[config.mk]
export PLATFORM = sky130hd
export DESIGN_NAME = pixel_word_packer_flat
export DESIGN_NICKNAME = d
export VERILOG_FILES = /design/src/rtl/imager_pkg.sv /design/src/rtl/pixel_word_packer_if.sv /design/src/rtl/packer_word_buffer.sv /design/src/rtl/pixel_word_packer.sv /design/src/flat_wrapper.sv
export SDC_FILE = /design/constraint.sdc
export NUM_CORES = 1
export LEC_CHECK = 0
export BUFFER_PORTS_ARGS = -buffer_cell sky130_fd_sc_hd__buf_2
export CAP_MARGIN = 10
export CORE_AREA = 2 2 152 124
export DETAILED_ROUTE_END_ITERATION = 8
export DIE_AREA = 0 0 154 126
export PLACE_DENSITY = 0.69
export SLEW_MARGIN = 15
export SYNTH_ARGS = -nofsm -noshare
export SYNTH_HDL_FRONTEND = slang
export SYNTH_SLANG_ARGS = --single-unit
[constraint.sdc]
create_clock -name clk -period 3.2 [get_ports clk]
set_input_delay 0.64 -clock clk [delete_from_list [all_inputs] [get_ports clk]]
set_output_delay 0.64 -clock clk [all_outputs]
set_load 0.005 [all_outputs]
[src/rtl/imager_pkg.sv]
// Shared types and constants for the pixel word packer.
// PACKER_EOF_MARKER_EN adds the MARK state that appends an end-of-frame marker word.
package imager_pkg;

   localparam int unsigned LANES     = 4;
   localparam int unsigned PIXEL_W   = 8;
   localparam int unsigned WORD_W    = LANES * PIXEL_W;
   localparam int unsigned PARTIAL_W = (LANES - 1) * PIXEL_W;
   localparam int unsigned LANE_W    = $clog2(LANES);
   localparam logic [7:0]  EOF_MARKER = 8'hA5;

   typedef enum logic [2:0] {
      IDLE  = 3'd0,
      PACK  = 3'd1,
      FLUSH = 3'd2,
      DRAIN = 3'd3
`ifdef PACKER_EOF_MARKER_EN
      , MARK = 3'd4
`endif
   } state_t;

   // Keep only the lanes already filled; upper lanes become zero.
   function automatic logic [WORD_W-1:0] pad_partial(input logic [PARTIAL_W-1:0] bytes,
                                                     input logic [LANE_W-1:0] filled);
      case (filled)
         2'd1:    return {24'h0, bytes[7:0]};
         2'd2:    return {16'h0, bytes[15:0]};
         2'd3:    return {8'h0, bytes[23:0]};
         default: return '0;
      endcase
   endfunction

endpackage

[src/rtl/pixel_word_packer_if.sv]
// Packed-word stream: master offers word_data/word_valid, slave answers with word_ready.
interface pixel_word_packer_if;
   import imager_pkg::*;

   logic              word_valid;
   logic [WORD_W-1:0] word_data;
   logic              word_ready;

   modport master (output word_valid, output word_data, input word_ready);
   modport slave  (input word_valid, input word_data, output word_ready);

endinterface

[src/rtl/packer_word_buffer.sv]
// Circular word buffer of DEPTH entries (power of 2); push and pop may share a cycle even when full.
module packer_word_buffer
   import imager_pkg::*;
#(
   parameter int unsigned DEPTH = 4
) (
   input  logic              clk,
   input  logic              reset,
   input  logic              clear,
   input  logic              push,
   input  logic [WORD_W-1:0] push_data,
   input  logic              pop,
   output logic [WORD_W-1:0] head,
   output logic              full,
   output logic              empty
);

   localparam int unsigned AW = $clog2(DEPTH);
   localparam int unsigned CW = AW + 1;

   logic [WORD_W-1:0] mem [DEPTH];
   logic [AW-1:0]     wr_ptr;
   logic [AW-1:0]     rd_ptr;
   logic [CW-1:0]     count;
   logic              do_push;
   logic              do_pop;

   assign full    = (count == CW'(DEPTH));
   assign empty   = (count == '0);
   assign do_pop  = pop && !empty;
   assign do_push = push && (!full || do_pop);
   assign head    = empty ? '0 : mem[rd_ptr];

   always_ff @(posedge clk or negedge reset) begin
      if (!reset) begin
         wr_ptr <= '0;
         rd_ptr <= '0;
         count  <= '0;
      end else if (clear) begin
         wr_ptr <= '0;
         rd_ptr <= '0;
         count  <= '0;
      end else begin
         if (do_push) wr_ptr <= wr_ptr + AW'(1);
         if (do_pop)  rd_ptr <= rd_ptr + AW'(1);
         case ({do_push, do_pop})
            2'b10:   count <= count + CW'(1);
            2'b01:   count <= count - CW'(1);
            default: ;
         endcase
      end
   end

   // Storage needs no reset: head is masked while empty.
   always_ff @(posedge clk) begin
      if (do_push && !clear) mem[wr_ptr] <= push_data;
   end

endmodule

[src/rtl/pixel_word_packer.sv]
// Packs 8-bit ADC pixels little-endian into 32-bit words, flushes partial words at frame end.
// PACKER_EOF_MARKER_EN appends a {A5, 00, word_count} marker word after each flush.
module pixel_word_packer
   import imager_pkg::*;
#(
   parameter int unsigned OUT_DEPTH = 4,
   parameter int unsigned COUNT_W   = 16
) (
   input  logic                       clk,
   input  logic                       reset,
   input  logic                       frame_start,
   input  logic                       pixel_valid,
   input  logic [PIXEL_W-1:0]         pixel_data,
   input  logic                       frame_done,
   pixel_word_packer_if.master        word_bus,
   output logic                       overflow,
   input  logic                       overflow_clear,
   output logic [COUNT_W-1:0]         word_count,
   output logic                       frame_packed,
   output logic                       busy
);

   state_t                state;
   logic [LANE_W-1:0]     lane;
   logic [PARTIAL_W-1:0]  partial;
   logic                  full;
   logic                  empty;
   logic                  pop;
   logic                  can_push;
   logic                  last_lane;
   logic                  push;
   logic                  clear;
   logic [WORD_W-1:0]     push_word;
   logic [WORD_W-1:0]     head;
   logic [COUNT_W-1:0]    count_inc;

   assign pop       = !empty && word_bus.word_ready;
   assign can_push  = !full || pop;
   assign last_lane = (lane == LANE_W'(LANES - 1));
   assign count_inc = (word_count == '1) ? word_count : word_count + COUNT_W'(1);

   assign word_bus.word_valid = !empty;
   assign word_bus.word_data  = head;

   // Buffer write port: which word, if any, enters the buffer this cycle.
   always_comb begin
      push      = 1'b0;
      clear     = 1'b0;
      push_word = '0;
      if (frame_start && state != IDLE) begin
         clear = 1'b1;
      end else begin
         case (state)
            PACK: if (pixel_valid && last_lane && can_push) begin
               push      = 1'b1;
               push_word = {pixel_data, partial};
            end
            FLUSH: if (!full && lane != '0) begin
               push      = 1'b1;
               push_word = pad_partial(partial, lane);
            end
`ifdef PACKER_EOF_MARKER_EN
            MARK: if (!full) begin
               push      = 1'b1;
               push_word = {EOF_MARKER, 8'h00, 16'(word_count)};
            end
`endif
            default: ;
         endcase
      end
   end

   always_ff @(posedge clk or negedge reset) begin
      if (!reset) begin
         state        <= IDLE;
         lane         <= '0;
         partial      <= '0;
         overflow     <= 1'b0;
         word_count   <= '0;
         frame_packed <= 1'b0;
         busy         <= 1'b0;
      end else begin
         frame_packed <= 1'b0;
         if (overflow_clear) overflow <= 1'b0;
         if (frame_start) begin
            state      <= PACK;
            lane       <= '0;
            word_count <= '0;
            busy       <= 1'b1;
         end else begin
            case (state)
               IDLE: ;
               PACK: begin
                  if (pixel_valid) begin
                     lane <= lane + LANE_W'(1);
                     case (lane)
                        2'd0:    partial[7:0]   <= pixel_data;
                        2'd1:    partial[15:8]  <= pixel_data;
                        2'd2:    partial[23:16] <= pixel_data;
                        default: ;
                     endcase
                     // A completed word with no room is dropped and not counted.
                     if (last_lane) begin
                        if (can_push) word_count <= count_inc;
                        else          overflow   <= 1'b1;
                     end
                  end
                  if (frame_done) state <= FLUSH;
               end
               FLUSH: if (!full) begin
                  if (lane != '0) word_count <= count_inc;
                  lane <= '0;
`ifdef PACKER_EOF_MARKER_EN
                  state <= MARK;
`else
                  state <= DRAIN;
`endif
               end
`ifdef PACKER_EOF_MARKER_EN
               MARK: if (!full) state <= DRAIN;
`endif
               DRAIN: if (empty) begin
                  frame_packed <= 1'b1;
                  busy         <= 1'b0;
                  state        <= IDLE;
               end
               default: begin
                  state <= IDLE;
                  busy  <= 1'b0;
               end
            endcase
         end
      end
   end

   packer_word_buffer #(
      .DEPTH (OUT_DEPTH)
   ) u_buffer (
      .clk       (clk),
      .reset     (reset),
      .clear     (clear),
      .push      (push),
      .push_data (push_word),
      .pop       (pop),
      .head      (head),
      .full      (full),
      .empty     (empty)
   );

endmodule
[src/flat_wrapper.sv]
// flat-port wrapper written by rule: the top's interface ports become plain ports
module pixel_word_packer_flat import imager_pkg::*;
#(
   parameter int unsigned OUT_DEPTH = 4,
   parameter int unsigned COUNT_W   = 16
)
  (clk, reset, frame_start, pixel_valid, pixel_data, frame_done, overflow, overflow_clear, word_count, frame_packed, busy, word_bus_word_valid, word_bus_word_data, word_bus_word_ready);
  pixel_word_packer_if word_bus_i ();
  input  logic clk;
  input  logic reset;
  input  logic frame_start;
  input  logic pixel_valid;
  input  logic [PIXEL_W-1:0] pixel_data;
  input  logic frame_done;
  output logic overflow;
  input  logic overflow_clear;
  output logic [COUNT_W-1:0] word_count;
  output logic frame_packed;
  output logic busy;
  output wire logic [$bits(word_bus_i.word_valid)-1:0] word_bus_word_valid;
  output wire logic [$bits(word_bus_i.word_data)-1:0] word_bus_word_data;
  input wire logic [$bits(word_bus_i.word_ready)-1:0] word_bus_word_ready;
  assign word_bus_word_valid = word_bus_i.word_valid;
  assign word_bus_word_data = word_bus_i.word_data;
  assign word_bus_i.word_ready = word_bus_word_ready;
  pixel_word_packer #(.OUT_DEPTH(OUT_DEPTH), .COUNT_W(COUNT_W)) u_core (.clk(clk), .reset(reset), .frame_start(frame_start), .pixel_valid(pixel_valid), .pixel_data(pixel_data), .frame_done(frame_done), .word_bus(word_bus_i), .overflow(overflow), .overflow_clear(overflow_clear), .word_count(word_count), .frame_packed(frame_packed), .busy(busy));
endmodule
Word-level counts from Yosys, hierarchy flattened --
Memories as Yosys holds them, arrays and structs flattened. Index checks and enable logic that the tools add are counted.
Storage, ports and cells: register bits 55, memory bits (writable) 128, input port bits 15, output and inout bits 52, logic and storage cells 117, memories 1
Memory list:
- u_core.u_buffer.mem | depth 4, width 32, read ports 1, clocked after Yosys merged registers in 0, wr ports 1, RTL line packer_word_buffer.sv:21 | logic [WORD_W-1:0] mem [DEPTH];
Cells by class: add/subtract/negate cells 6, eq/ne operators 19, mux-type cells 48, bitwise operators 1, reductions and logical operators 30
Operators by type and width (count):
- two-way mux 32 bit | 4
- two-way mux 16 bit | 7
- case mux 24 bit (3 select lines) | 1
- case mux 32 bit (2 select lines) | 1
- case mux 16 bit (2 select lines) | 1
- two-way mux 1 bit | 17
- adder 16 x 1 -> 16 bit, second input constant | 1
- equality test 16 bit, second input constant | 1
- AND reduction 4 bit | 4
- two-way mux 3 bit | 5
- two-way mux 2 bit | 7
- inequality test 3 x 2 -> 1 bit, second input constant | 4
- case mux 3 bit (4 select lines) | 1
- inequality test 3 bit, second input constant | 3
- nonzero test 3 bit | 3
- logical AND 1 bit | 8
- adder 2 x 1 -> 2 bit, second input constant | 3
- equality test 2 bit, second input constant | 3
- equality test 3 x 2 -> 1 bit, second input constant | 2
- logical NOT 3 bit | 2
- case mux 3 bit (2 select lines) | 1
- AND reduction 6 bit | 1
- nonzero test 2 bit | 3
- equality test 2 x 1 -> 1 bit, second input constant | 2
- other kinds (15) | 19

Depth between registers and ports, before layout --
word-level depth 12, mapped depth 12, gate-level depth less buffers 11

By module --
From an unflattened synthesis, not the netlist that was laid out.
Unflattened totals: cell total of the unflattened synthesis 513, area, all modules 7886.3 µm²
Modules (own cells, without submodules):
- packer_word_buffer | times used 1, cells an instance 265, area an instance 5386.4 µm², sequential area each 4018.9 µm²
- pixel_word_packer | times used 1, cells an instance 248, area an instance 2499.9 µm², sequential area each 1176.1 µm²

Worst setup path before layout --
OpenSTA, ideal clock, no wires.
path kind input-to-reg, start input port frame_start, end register u_core.u_buffer.count[2], library setup time 0.077 ns, arrival 2.747 ns, data required time 3.123 ns, setup slack 0.376 ns, cell stages on the path 11, path buffers 2, cell sequence clkbuf_8 nand2b_1 nand2_1 a21oi_1 clkbuf_1 inv_1 ha_1 fa_1 xnor2_1 or3_1 a21oi_1
Between the ends: cells in the longest elaborated chain, start to end 6, elaborated cells on any way between the ends 9, those cells by class eq/ne (2); mux (4); reduce/logical (3)
Ends and longest elaborated chain:
- start: declaration | RTL line flat_wrapper.sv:11 | input logic frame_start;
- logical AND 1 bit (*) | RTL line pixel_word_packer.sv:50 | if (frame_start && state != IDLE) begin
- two-way mux 1 bit | RTL line pixel_word_packer.sv:50
- logical AND 1 bit | RTL line packer_word_buffer.sv:31 | assign do_push = push && (!full || do_pop);
- equality test 2 x 1 -> 1 bit / equality test 2 bit (equally long branches) | RTL line packer_word_buffer.sv:46 | case ({do_push, do_pop})
- case mux 3 bit (2 select lines) | RTL line packer_word_buffer.sv:46
- two-way mux 3 bit | RTL line packer_word_buffer.sv:39 | end else if (clear) begin
- end signal: assignment | RTL line packer_word_buffer.sv:47 | 2'b10: count <= count + CW'(1);
- end signal: assignment | RTL line packer_word_buffer.sv:48 | 2'b01: count <= count - CW'(1);
- end: declaration | RTL line packer_word_buffer.sv:24 | logic [CW-1:0] count;
Mark *: on every way between the ends. The rest lies on a longest branch, timed or not. A chain may end at the register's enable or synchronous reset.

Final worst setup path --
start register u_core.u_buffer.rd_ptr[0], end output port word_bus_word_data[22]
Between the ends: cells in the longest elaborated chain, start to end 2
Ends and longest elaborated chain:
- start: declaration | RTL line packer_word_buffer.sv:23 | logic [AW-1:0] rd_ptr;
- start signal: assignment | RTL line packer_word_buffer.sv:45 | if (do_pop) rd_ptr <= rd_ptr + AW'(1);
- memory (4 x 32 bit)
- two-way mux 32 bit | RTL line packer_word_buffer.sv:32 | assign head = empty ? '0 : mem[rd_ptr];
- end: declaration | RTL line flat_wrapper.sv:21 | output wire logic [$bits(word_bus_i.word_data)-1:0] word_bus_word_data;
No other way between the ends.

==> reports/summary.md <==
The tools report the worst ir drop on vdd as 380 uV. The run gives 7660 um as the detailed-routed wire length on met2. The final standard cell area without fillers came out at 9080 sq um. After synthesis, the cell types taking the most area are sky130_fd_sc_hd__edfxtp_1 (49%), sky130_fd_sc_hd__dfrtp_1 (17%), sky130_fd_sc_hd__mux4_2 (9.1%). Hold repair after CTS inserted 0 buffers.

The commonest cells after synthesis are sky130_fd_sc_hd__edfxtp_1 (128), sky130_fd_sc_hd__and2_1 (60), sky130_fd_sc_hd__dfrtp_1 (54). The congestion estimate from routability-driven global placement came to 0.805. The logs give 1 for the initial antenna violation count and 7890 sq um for the cell area after synthesis. The number of filler instances in the final layout was 1497. Async set or reset register ratio after synthesis: 0.297. The final clock period utilization by the worst path is 0.888, and the synthesized instance count is 491. Walking the worst path, the cells encountered are buf_12 -> mux4_2 -> and2_1 -> buf_2. After synthesis the netlist holds a flip-flop and latch count of 182.

The detailed router finished its first iteration with 322 violations. The multi-input combinational cells in the finished layout cover a total of 2520 sq um. For the pin with the worst max-slew slack, the measured transition is 932 ps. The final-layout setup total negative slack is 0 ps.

The critical path's slowest cell was sky130_fd_sc_hd__dfrtp_2. The detailed router put a total of 6770 um of wire on met1. For this design the ratio of total power to cell area is 731 nW/um^2. The number of hold violations in the final report was 0; the maximum frequency from static timing analysis was 352 MHz.

For the portion of the post-synthesis area used by sequential elements, the log shows 0.659. The detailed route wirelength on metal3 is 787 um, and the aggregate global-route resource usage is 0.168. Overall power consumption after layout is estimated at 0.00664 W. Top routing layer in use: met4.

For the wire length of the first global-routing pass, the log shows 24500 um. Once the clock tree was built, the resizer swapped 0 gates to a different size. The reg-to-reg setup timing slack is 390 ps, and the count of placed standard cells in the final layout, fillers left out is 811. The top-area cell type share of the netlist area works out to 0.487. The run gives 17 as the number of buffers inserted during clock tree synthesis. The synthesis-to-layout area growth came out at 15.2%. The number of optimization iterations in the first detailed-route pass was 4.

The floorplan step set the die height to 126 um. The tree is rooted in a sky130_fd_sc_hd__clkbuf_16. Delay of the slowest critical-path stage: 620 ps. The post-route minimum period came out at 2840 ps. The placed instances occupy a cell area of 8530 sq um. Summing all flip-flop and latch instances after layout gives 5200 sq um. After detailed routing, the average wire length per cell comes to 19.0 um.

For the I/O pin count, the log shows 67. Summed over all cells, the static leakage comes to 3.39 nW. The run gives 0 as the final setup violation count. Among all cell types in the netlist, the one instantiated most often is sky130_fd_sc_hd__edfxtp_1. Port buffering added 66 buffers. For the effective utilization at floorplan, the log shows 0.441. The flow ran to the end, and the final reports show no timing, DRC or antenna violations.

The most instantiated flip-flop cell in the synthesis netlist was sky130_fd_sc_hd__edfxtp_1. Overall die width: 154 um. The worst hold path belongs to the class in2async.

Maximum clock insertion buffer count: 2. The number of nets with antenna violations after routing is 0, and the clock skew after layout is 8.72 ps. The tools report the max-slew violation count as 0. The worst register-to-register path begins at u_core.state[1]$_DFFE_PN0P_. Clock latency on the worst-skew pair, taken at its later pin, is 430 ps. The net count of the finished layout is 599, and the synthesized netlist net count is 523. Including well taps, the total number of placed cells is 778. The number of buffers added for setup after CTS was 0. TritonCTS built the clock tree. Setup repair after global routing left no endpoint under its margin. The share of layout cells above drive strength 1 is 0.338. The overall overflow remaining after global route came out at 0. The setup path with the least slack is of type reg2out. The H-tree depth reported by CTS is 4, and the count of flip-flops with a built-in enable after synthesis is 128.

The count of yosys warnings during synthesis is 0. The tools report the headroom to the max-slew limit as 0.379. STA classifies the critical path endpoint as an output pin. After clock tree synthesis, the clock-pin slew on the worst setup and hold paths is 70 ps. The launching element of the worst setup path was u_core.u_buffer.rd_ptr[0]$_DFFE_PN0P_.

The worst setup path is launched from a flip-flop. The clock sink count came out at 182. In this run the core area contains 44 standard-cell rows. The floorplan step defined a core boundary enclosing 17900 sq um. The number of global-route vias before repair was 4517.

In this run the mean area of a mapped cell was 16.1 sq um. Summed over all instances, the cell type with the most area after synthesis is sky130_fd_sc_hd__edfxtp_1. The data required time at the worst endpoint is 2560 ps.

Data arrives at the worst endpoint at 2200 ps. The via-per-instance ratio works out to 5.34. In this run the worst path has a maximum fanout of 24.

After detailed routing, the total wire length is 15400 um. For the count of vias placed by the detailed router, the log shows 4329. The HPWL after detailed placement was 10200 um; the number of DRC violations after detailed routing was 0. At the placement stage, the worst setup path has a slack of 391 ps. The logs give 359 ps for the post-layout worst setup margin and 41 for the maximum number of pins on one net before global-route repair. The number of different library cells in the post-synthesis netlist was 54. Max-cap violations in this run came to 0.

The die area is 19400 sq um.
==> flip-flops by register name, indices dropped and copies added (netlist names) <==
signal,count
u_core.overflow,1
u_core.u_buffer.count,3
u_core.word_count,16
u_core.u_buffer.mem,128
u_core.frame_packed,1
u_core.lane,2
u_core.partial,24
u_core.u_buffer.rd_ptr,2
u_core.u_buffer.wr_ptr,2
u_core.state,2
u_core.busy,1
==> critical path: cells and delay by family, from the launching register on <==
family | cells | cell delay, ps
multiplexers | 1 | 570
AND/OR/NAND/NOR | 1 | 170
flip-flops | 1 | 620
buffers and inverters | 2 | 410
==> metal layers <==
metal  vias up  track usage
li1       2004            -
met5         -            0
met1      2213        0.218
met4         0       0.0500
met3        14       0.0540
met2        98        0.272
==> power breakdown <==
| group | internal, W | switching [W] | total (W) |
|---|---|---|---|
| clock network | 0.00102 | 0.000921 | 0.00194 |
| logic | 0.000988 | 0.000880 | 0.00187 |
| registers | 0.00268 | 0.000150 | 0.00283 |
| total | 0.00469 | 0.00195 | 0.00664 |
==> cell type report <==
class / count / share of cell area
antenna: 1 / 0.000275
multi-input combinational: 275 / 0.277
tap: 230 / 0.0317
inverter: 13 / 0.00537
clock buffer: 18 / 0.0472
sequential: 182 / 0.572
timing repair buffer: 78 / 0.0532
clock inverter: 14 / 0.0131
==> cells by family after synthesis <==
family / Yosys count / synth area share
AOI/OAI and AO/OA: 49 / 0.0479
adders and majority gates: 17 / 0.0279
xor gates and xnor gates: 4 / 0.00444
buffers and inverters: 34 / 0.0222
muxes: 59 / 0.129
DFF: 182 / 0.659
and+or+nand+nor: 146 / 0.110
==> final timing paths <==
kind,cells after the start,endpoint
setup / recovery,4,word_bus_word_data[22]
hold / removal,1,u_core.word_count[3]$_DFFE_PN0P_
setup reg to reg,10,u_core.u_buffer.count[2]$_DFFE_PN0P_
hold reg to reg,1,u_core.partial[15]$_DFFE_PN0P_
max in group asynchronous,2,u_core.partial[8]$_DFFE_PN0P_
min in group clk,2,u_core.overflow$_DFF_PN0_
==> stage by stage <==
stage	hold slack (ps)	util
2_1_floorplan	344	-
3_3_place_gp	479	0.477
3_5_place_dp	488	0.477
4_1_cts	364	0.508
5_1_grt	390	0.508
6_report	348	0.508
==> placed cells by master, fill, tap and decap left out, types with 4 or more instances in the layout <==
master,instances
sky130_fd_sc_hd__buf_2,66
sky130_fd_sc_hd__nand2_1,23
sky130_fd_sc_hd__nand3_1,4
sky130_fd_sc_hd__ha_1,16
sky130_fd_sc_hd__o21ai_2,5
sky130_fd_sc_hd__and2_1,60
sky130_fd_sc_hd__or3_1,8
sky130_fd_sc_hd__or4_1,4
sky130_fd_sc_hd__o31ai_1,6
sky130_fd_sc_hd__clkbuf_16,17
sky130_fd_sc_hd__clkinvlp_4,4
sky130_fd_sc_hd__mux4_2,32
sky130_fd_sc_hd__inv_8,4
sky130_fd_sc_hd__nor2_1,13
sky130_fd_sc_hd__dfrtp_1,53
sky130_fd_sc_hd__mux2_2,24
sky130_fd_sc_hd__and3_1,8
sky130_fd_sc_hd__a21oi_1,4
sky130_fd_sc_hd__edfxtp_1,128
sky130_fd_sc_hd__inv_1,13
sky130_fd_sc_hd__buf_4,7
sky130_fd_sc_hd__buf_12,5
sky130_fd_sc_hd__a21oi_2,12
sky130_fd_sc_hd__o21ai_0,8
Power figures use the tool's default switching activity.
